==> src/rtl/riscv_package.sv <==
// Shared types and defaults for the writeback path.
// The pending-register scoreboard is optional: it is built only when the
// macro WRITEBACK_SCOREBOARD_EN is defined.
package riscv_package;

  typedef logic [4:0]  register_address_t;
  typedef logic [31:0] word_t;

  // Default number of back-to-back load wins the ALU will tolerate.
  localparam int unsigned WRITEBACK_STARVE_LIMIT = 4;

  // Width of the starvation counter; holds limits in the range 1..15.
  localparam int unsigned STARVE_COUNT_W = 4;

  localparam register_address_t REG_ZERO = 5'd0;

  typedef enum logic [1:0] {
    GRANT_NONE = 2'd0,
    GRANT_ALU  = 2'd1,
    GRANT_LOAD = 2'd2
  } grant_t;

  function automatic logic is_zero_reg(input register_address_t addr);
    return addr == REG_ZERO;
  endfunction

endpackage

==> src/rtl/writeback_scoreboard.sv <==
// Pending-write scoreboard: one bit per architectural register x1..x31.
// Used only when WRITEBACK_SCOREBOARD_EN is defined.
module writeback_scoreboard
  import riscv_package::*;
(
  input  logic              clk,
  input  logic              reset_n,
  input  logic              issue_valid,
  input  register_address_t issue_destination,
  input  logic              clear_valid,
  input  register_address_t clear_destination,
  input  register_address_t source1,
  input  register_address_t source2,
  output logic              busy1,
  output logic              busy2
);

  logic [31:0] pending_q;
  logic [31:0] pending_d;

  // Clear on commit first, then apply the issue so a same-cycle set wins.
  always_comb begin
    pending_d = pending_q;
    if (clear_valid) begin
      pending_d[clear_destination] = 1'b0;
    end
    if (issue_valid && !is_zero_reg(issue_destination)) begin
      pending_d[issue_destination] = 1'b1;
    end
    pending_d[0] = 1'b0;
  end

  // Reservation state; a reset drops every outstanding reservation.
  always_ff @(posedge clk or negedge reset_n) begin
    if (!reset_n) begin
      pending_q <= '0;
    end else begin
      pending_q <= pending_d;
    end
  end

  // Hazard queries; bit 0 is never set, so x0 always reads not-busy.
  always_comb begin
    busy1 = pending_q[source1];
    busy2 = pending_q[source2];
  end

endmodule

==> src/rtl/writeback_arbiter.sv <==
// Two-source writeback arbiter (ALU and load) feeding one register-file
// write port, with a starvation guard for the ALU and a registered output.
// Define WRITEBACK_SCOREBOARD_EN to build the pending-register scoreboard
// and live busy1/busy2 outputs; otherwise busy is tied low and issue_* is
// ignored.
module writeback_arbiter
  import riscv_package::*;
#(
  parameter int unsigned STARVE_LIMIT = WRITEBACK_STARVE_LIMIT
) (
  input  logic              clk,
  input  logic              reset_n,

  input  logic              alu_valid,
  output logic              alu_ready,
  input  register_address_t alu_destination,
  input  word_t             alu_data,

  input  logic              load_valid,
  output logic              load_ready,
  input  register_address_t load_destination,
  input  word_t             load_data,

  input  logic              issue_valid,
  input  register_address_t issue_destination,

  input  register_address_t source1,
  input  register_address_t source2,
  output logic              busy1,
  output logic              busy2,

  output logic              rf_write_enable,
  output register_address_t rf_destination,
  output word_t             rf_write_data
);

  localparam logic [STARVE_COUNT_W-1:0] LIMIT = STARVE_COUNT_W'(STARVE_LIMIT);

  grant_t                    grant;
  logic                      starve_at_limit;
  logic [STARVE_COUNT_W-1:0] starve_count_q;
  logic [STARVE_COUNT_W-1:0] starve_count_d;

  logic                      rf_write_enable_q;
  logic                      rf_write_enable_d;
  register_address_t         rf_destination_q;
  register_address_t         rf_destination_d;
  word_t                     rf_write_data_q;
  word_t                     rf_write_data_d;

  register_address_t         sel_destination;
  word_t                     sel_data;

  assign starve_at_limit = (starve_count_q == LIMIT);

  // Pick the winner; load has priority until the ALU has waited long enough.
  // Nothing is granted while reset is held.
  always_comb begin
    grant      = GRANT_NONE;
    alu_ready  = 1'b0;
    load_ready = 1'b0;
    if (reset_n) begin
      if (alu_valid && (!load_valid || starve_at_limit)) begin
        grant = GRANT_ALU;
      end else if (load_valid) begin
        grant = GRANT_LOAD;
      end
    end
    alu_ready  = (grant == GRANT_ALU);
    load_ready = (grant == GRANT_LOAD);
  end

  // Count consecutive cycles the ALU was left waiting behind a load.
  always_comb begin
    starve_count_d = starve_count_q;
    if (!alu_valid || grant == GRANT_ALU) begin
      starve_count_d = '0;
    end else if (grant == GRANT_LOAD && !starve_at_limit) begin
      starve_count_d = starve_count_q + 1'b1;
    end
  end

  // Select the winning payload and form the next register-file write.
  // A transfer to x0 is accepted but produces no write; address and data
  // then keep their previous values.
  always_comb begin
    sel_destination = load_destination;
    sel_data        = load_data;
    if (grant == GRANT_ALU) begin
      sel_destination = alu_destination;
      sel_data        = alu_data;
    end
    rf_write_enable_d = (grant != GRANT_NONE) && !is_zero_reg(sel_destination);
    rf_destination_d  = rf_destination_q;
    rf_write_data_d   = rf_write_data_q;
    if (rf_write_enable_d) begin
      rf_destination_d = sel_destination;
      rf_write_data_d  = sel_data;
    end
  end

  // Starvation counter and registered write port; reset discards any
  // write that has been captured but not yet presented.
  always_ff @(posedge clk or negedge reset_n) begin
    if (!reset_n) begin
      starve_count_q    <= '0;
      rf_write_enable_q <= 1'b0;
      rf_destination_q  <= REG_ZERO;
      rf_write_data_q   <= '0;
    end else begin
      starve_count_q    <= starve_count_d;
      rf_write_enable_q <= rf_write_enable_d;
      rf_destination_q  <= rf_destination_d;
      rf_write_data_q   <= rf_write_data_d;
    end
  end

  assign rf_write_enable = rf_write_enable_q;
  assign rf_destination  = rf_destination_q;
  assign rf_write_data   = rf_write_data_q;

`ifdef WRITEBACK_SCOREBOARD_EN
  writeback_scoreboard u_scoreboard (
    .clk               (clk),
    .reset_n           (reset_n),
    .issue_valid       (issue_valid),
    .issue_destination (issue_destination),
    .clear_valid       (rf_write_enable_q),
    .clear_destination (rf_destination_q),
    .source1           (source1),
    .source2           (source2),
    .busy1             (busy1),
    .busy2             (busy2)
  );
`else
  // No reservation tracking: nothing is ever reported busy.
  logic scoreboard_inputs_unused;
  assign scoreboard_inputs_unused = ^{issue_valid, issue_destination, source1, source2};
  assign busy1 = 1'b0;
  assign busy2 = 1'b0;
`endif

endmodule
==> config.mk <==
export PLATFORM = sky130hd
export DESIGN_NAME = writeback_arbiter
export DESIGN_NICKNAME = d
export VERILOG_FILES = /design/src/rtl/riscv_package.sv /design/src/rtl/writeback_scoreboard.sv /design/src/rtl/writeback_arbiter.sv
export SDC_FILE = /design/constraint.sdc
export NUM_CORES = 1
export LEC_CHECK = 0
export CORE_AREA = 2 2 82 84
export DETAILED_ROUTE_END_ITERATION = 8
export DIE_AREA = 0 0 84 86
export GPL_TIMING_DRIVEN = 0
export PLACE_DENSITY = 0.78
export SYNTH_ARGS = -nofsm -noshare
export SYNTH_HDL_FRONTEND = slang
export SYNTH_SLANG_ARGS = --single-unit
==> constraint.sdc <==
create_clock -name clk -period 2.7 [get_ports clk]
set_input_delay 0.54 -clock clk [delete_from_list [all_inputs] [get_ports clk]]
set_output_delay 0.54 -clock clk [all_outputs]
set_load 0.02 [all_outputs]
==> flow_metrics.env <==
export IMPL_grt_ovfl_total=0
export IMPL_setup_slack_ns=0.153
export IMPL_maxSlewViolCount=0
export IMPL_final_common_cell="clkdlybuf4s50_1"
export IMPL_ioPinCount=136
export IMPL_clockPowerShare=0.207
export IMPL_min_path_type="in -> async"
export IMPL_cts_buffers=5
export IMPL_synth_compound_area_frac=0.0379
export IMPL_num_rows=29
export IMPL_crit_path_end_kind="output port"
export IMPL_synth_top_family_by_area="multiplexers"
export IMPL_syn_area_mm2=0.00231
export IMPL_synth_area_leaders="dfrtp_1 (45%), mux2_2 (19%), mux2_4 (17%)"
export IMPL_reg2reg_slack_ns=0.36
export IMPL_critical_path_required_ns=2.16
export IMPL_seq_power_share=0.407
export IMPL_die_w_um=84
export IMPL_firstDrtPassIters=4
export IMPL_postLayoutCellArea_mm2=0.00369
export IMPL_ys_seq_area_frac=0.455
export IMPL_powerDensity_mw_per_mm2=524
export IMPL_grt_max_degree=24
export IMPL_diodes=0
export IMPL_tightest_slew_ns=0.471
export IMPL_status="complete, no violations"
export IMPL_dpl_cell_area_mm2=0.00360
export IMPL_antenna_found_initial=0
export IMPL_crit_fanout=6
export IMPL_synth_largest_area_cell="dfrtp_1"
export IMPL_drv_cap=0
export IMPL_clockBufferDepth=2
export IMPL_slew_headroom=0.679
export IMPL_crit_top_cell="inv_1"
export IMPL_start_util=0.368
export IMPL_grtUsageTotal=0.153
export IMPL_fin_tns_setup_ns=0
export IMPL_comb_power_share=0.386
export IMPL_cp_arrival_ns=2.01
export IMPL_area_growth_synth_to_final_pct=59.7
export IMPL_setup_viol_count_final=0
export IMPL_dp_hpwl_um=4180
export IMPL_drive_gt1_frac=0.316
export IMPL_drt_iter0_drc=31
export IMPL_grt_pass1_wl_um=8840
export IMPL_internal_power_mw=1.36
export IMPL_routedWlPerCell_um=14.6
export IMPL_slowest_delay_ns=0.63
export IMPL_synth_fa_ha_area_frac=0.0108
export IMPL_hold_viol=0
export IMPL_drcViolationCount=0
export IMPL_cts_root_buf="clkbuf_8"
export IMPL_via_count=1743
export IMPL_nFillCells=519
export IMPL_finClkSkew_ns=0.0116
export IMPL_cts_setup_buffers=0
export IMPL_clk_latency_ns=0.29
export IMPL_fin_nets=383
export IMPL_synth_top_area_frac=0.455
export IMPL_synthXorXnorAreaFrac=0
export IMPL_first_global_vias=1836
export IMPL_path_cells="inv_1, ha_1, nand3b_1, inv_1, a21oi_1, clkdlybuf4s50_1"
export IMPL_total_leakage_power_nw=1.55
export IMPL_fmax_mhz=393
export IMPL_slowest_stage="clkdlybuf4s50_1"
export IMPL_globalplace_congestion=0.771
export IMPL_grt_setup_unrepaired="no"
export IMPL_synthMuxAreaShare=0.416
export IMPL_via_per_inst=4.78
export IMPL_ys_warnings_count=0
export IMPL_criticalPathCategory="reg -> out"
export IMPL_core_area_mm2=0.00628
export IMPL_syn_avg_cell_area_um2=14.3
export IMPL_die_h_um=86
export IMPL_yosys_area_share_simple=0.0384
export IMPL_power_switching_mw=0.570
export IMPL_period_needed_ns=2.55
export IMPL_final_cell_mix="clkdlybuf4s50_1 (114), dfrtp_1 (42), mux2_2 (39)"
export IMPL_htreeDepth=2
export IMPL_cts_sinks=42
export IMPL_p_total_mw=1.93
export IMPL_netSwitchingFraction=0.295
export IMPL_ir_drop_uv=313
export IMPL_wl_um=5320
export IMPL_start_kind="register"
export IMPL_period_share=0.943
export IMPL_port_buffers=116
export IMPL_ys_seq_elements=42
export IMPL_ys_types=27
export IMPL_dieArea_mm2=0.00722
export IMPL_synthCells=162
export IMPL_dp_slack_ns=-0.574
export IMPL_clk_pin_slew_ns=0.09
export IMPL_ant_nets=0
export IMPL_cts_tree="done"
-- routing by layer --
metal	wire, um	GRT usage	part of all wire
met1	2240	0.190	0.42
met2	2590	0.252	0.49
met3	428	0.0558	0.080
met4	60	0.0396	0.011
met5	0	0	0
-- per-stage QoR --
step / hold WS (ns) / util / instances
floorplan: 0.244 / - / 163
global placement: 0.467 / 0.569 / 356
detailed placement: 0.474 / 0.573 / 357
CTS: 0.0831 / 0.588 / 365
global route: 0.0593 / 0.588 / 365
finish: 0.0694 / 0.588 / 365
-- layout make-up --
class | instances | area (um2) | share of cell area
timing repair buffer | 117 | 1190 | 0.322
multi-input combinational | 106 | 1170 | 0.317
sequential | 42 | 1050 | 0.285
tap | 77 | 96.3 | 0.0261
buffer | 11 | 81.3 | 0.0220
clock buffer | 5 | 68.8 | 0.0186
clock inverter | 3 | 21.3 | 0.00576
inverter | 4 | 15.0 | 0.00407
-- registers in the layout, summed over array words and instances, names as in the netlist --
register	cells
rf_write_enable	1
rf_destination	5
rf_write_data	32
starve_count_q	4
-- final timing paths --
path	start	end	depth (start not counted)
max	starve_count_q[0]	load_ready	6
min	reset_n	rf_write_data[30]	1
max reg2reg	starve_count_q[0]	rf_write_data[25]	7
min reg2reg	rf_write_data[25]	rf_write_data[25]	1
max in group asynchronous	reset_n	rf_write_data[25]	2
min in group clk	rf_write_data[25]	rf_write_data[25]	1
-- kinds of logic after synthesis --
kind of cell    after synthesis
simple gates                 16
compound gates               10
flops                        42
buf+inv                      15
mux                          76
other cells                   1
fa+ha+maj                     2
-- critical path: cells and delay by family (launching register included) --
kind / cells / cell delay (ns)
AOI/OAI and AO/OA: 1 / 0.15
and+or+nand+nor: 1 / 0.23
adders and majority gates: 1 / 0.19
DFF: 1 / 0.38
buffers and inverters: 3 / 0.77
-- synth_stat cells --
cell,count
dfrtp_1,42
mux2_2,39
mux2_4,26
mux2_1,8
buf_2,6
inv_1,4
nand2_1,4
nand3_1,4
buf_6,3
a21boi_0,2
buf_4,2
ha_1,2
mux2i_1,2
nand3b_1,2
o21a_1,2
o21ai_2,2
or4_1,2
a21oi_1,1
a21oi_4,1
a32o_1,1
a32oi_1,1
and2_1,1
conb_1,1
mux2i_4,1
nand4_1,1
nor2b_1,1
nor3_1,1
-- timing repair --
action,in CTS,in global routing
pin swaps,0,1
resized for setup,3,4
hold buffers,0,0
endpoints found under the setup margin,28,1
-- power by group through the flow --
stage	Combinational [mW]	Sequential, mW	Clock [mW]
after global placement	0.742	0.795	0
after floorplan	0.240	0.926	0
final	0.747	0.786	0.401
after detailed placement	0.755	0.796	0
after CTS	0.758	0.787	0.419
after global routing	0.792	0.801	0.450
Note: power is estimated with default switching activity, not from simulation.
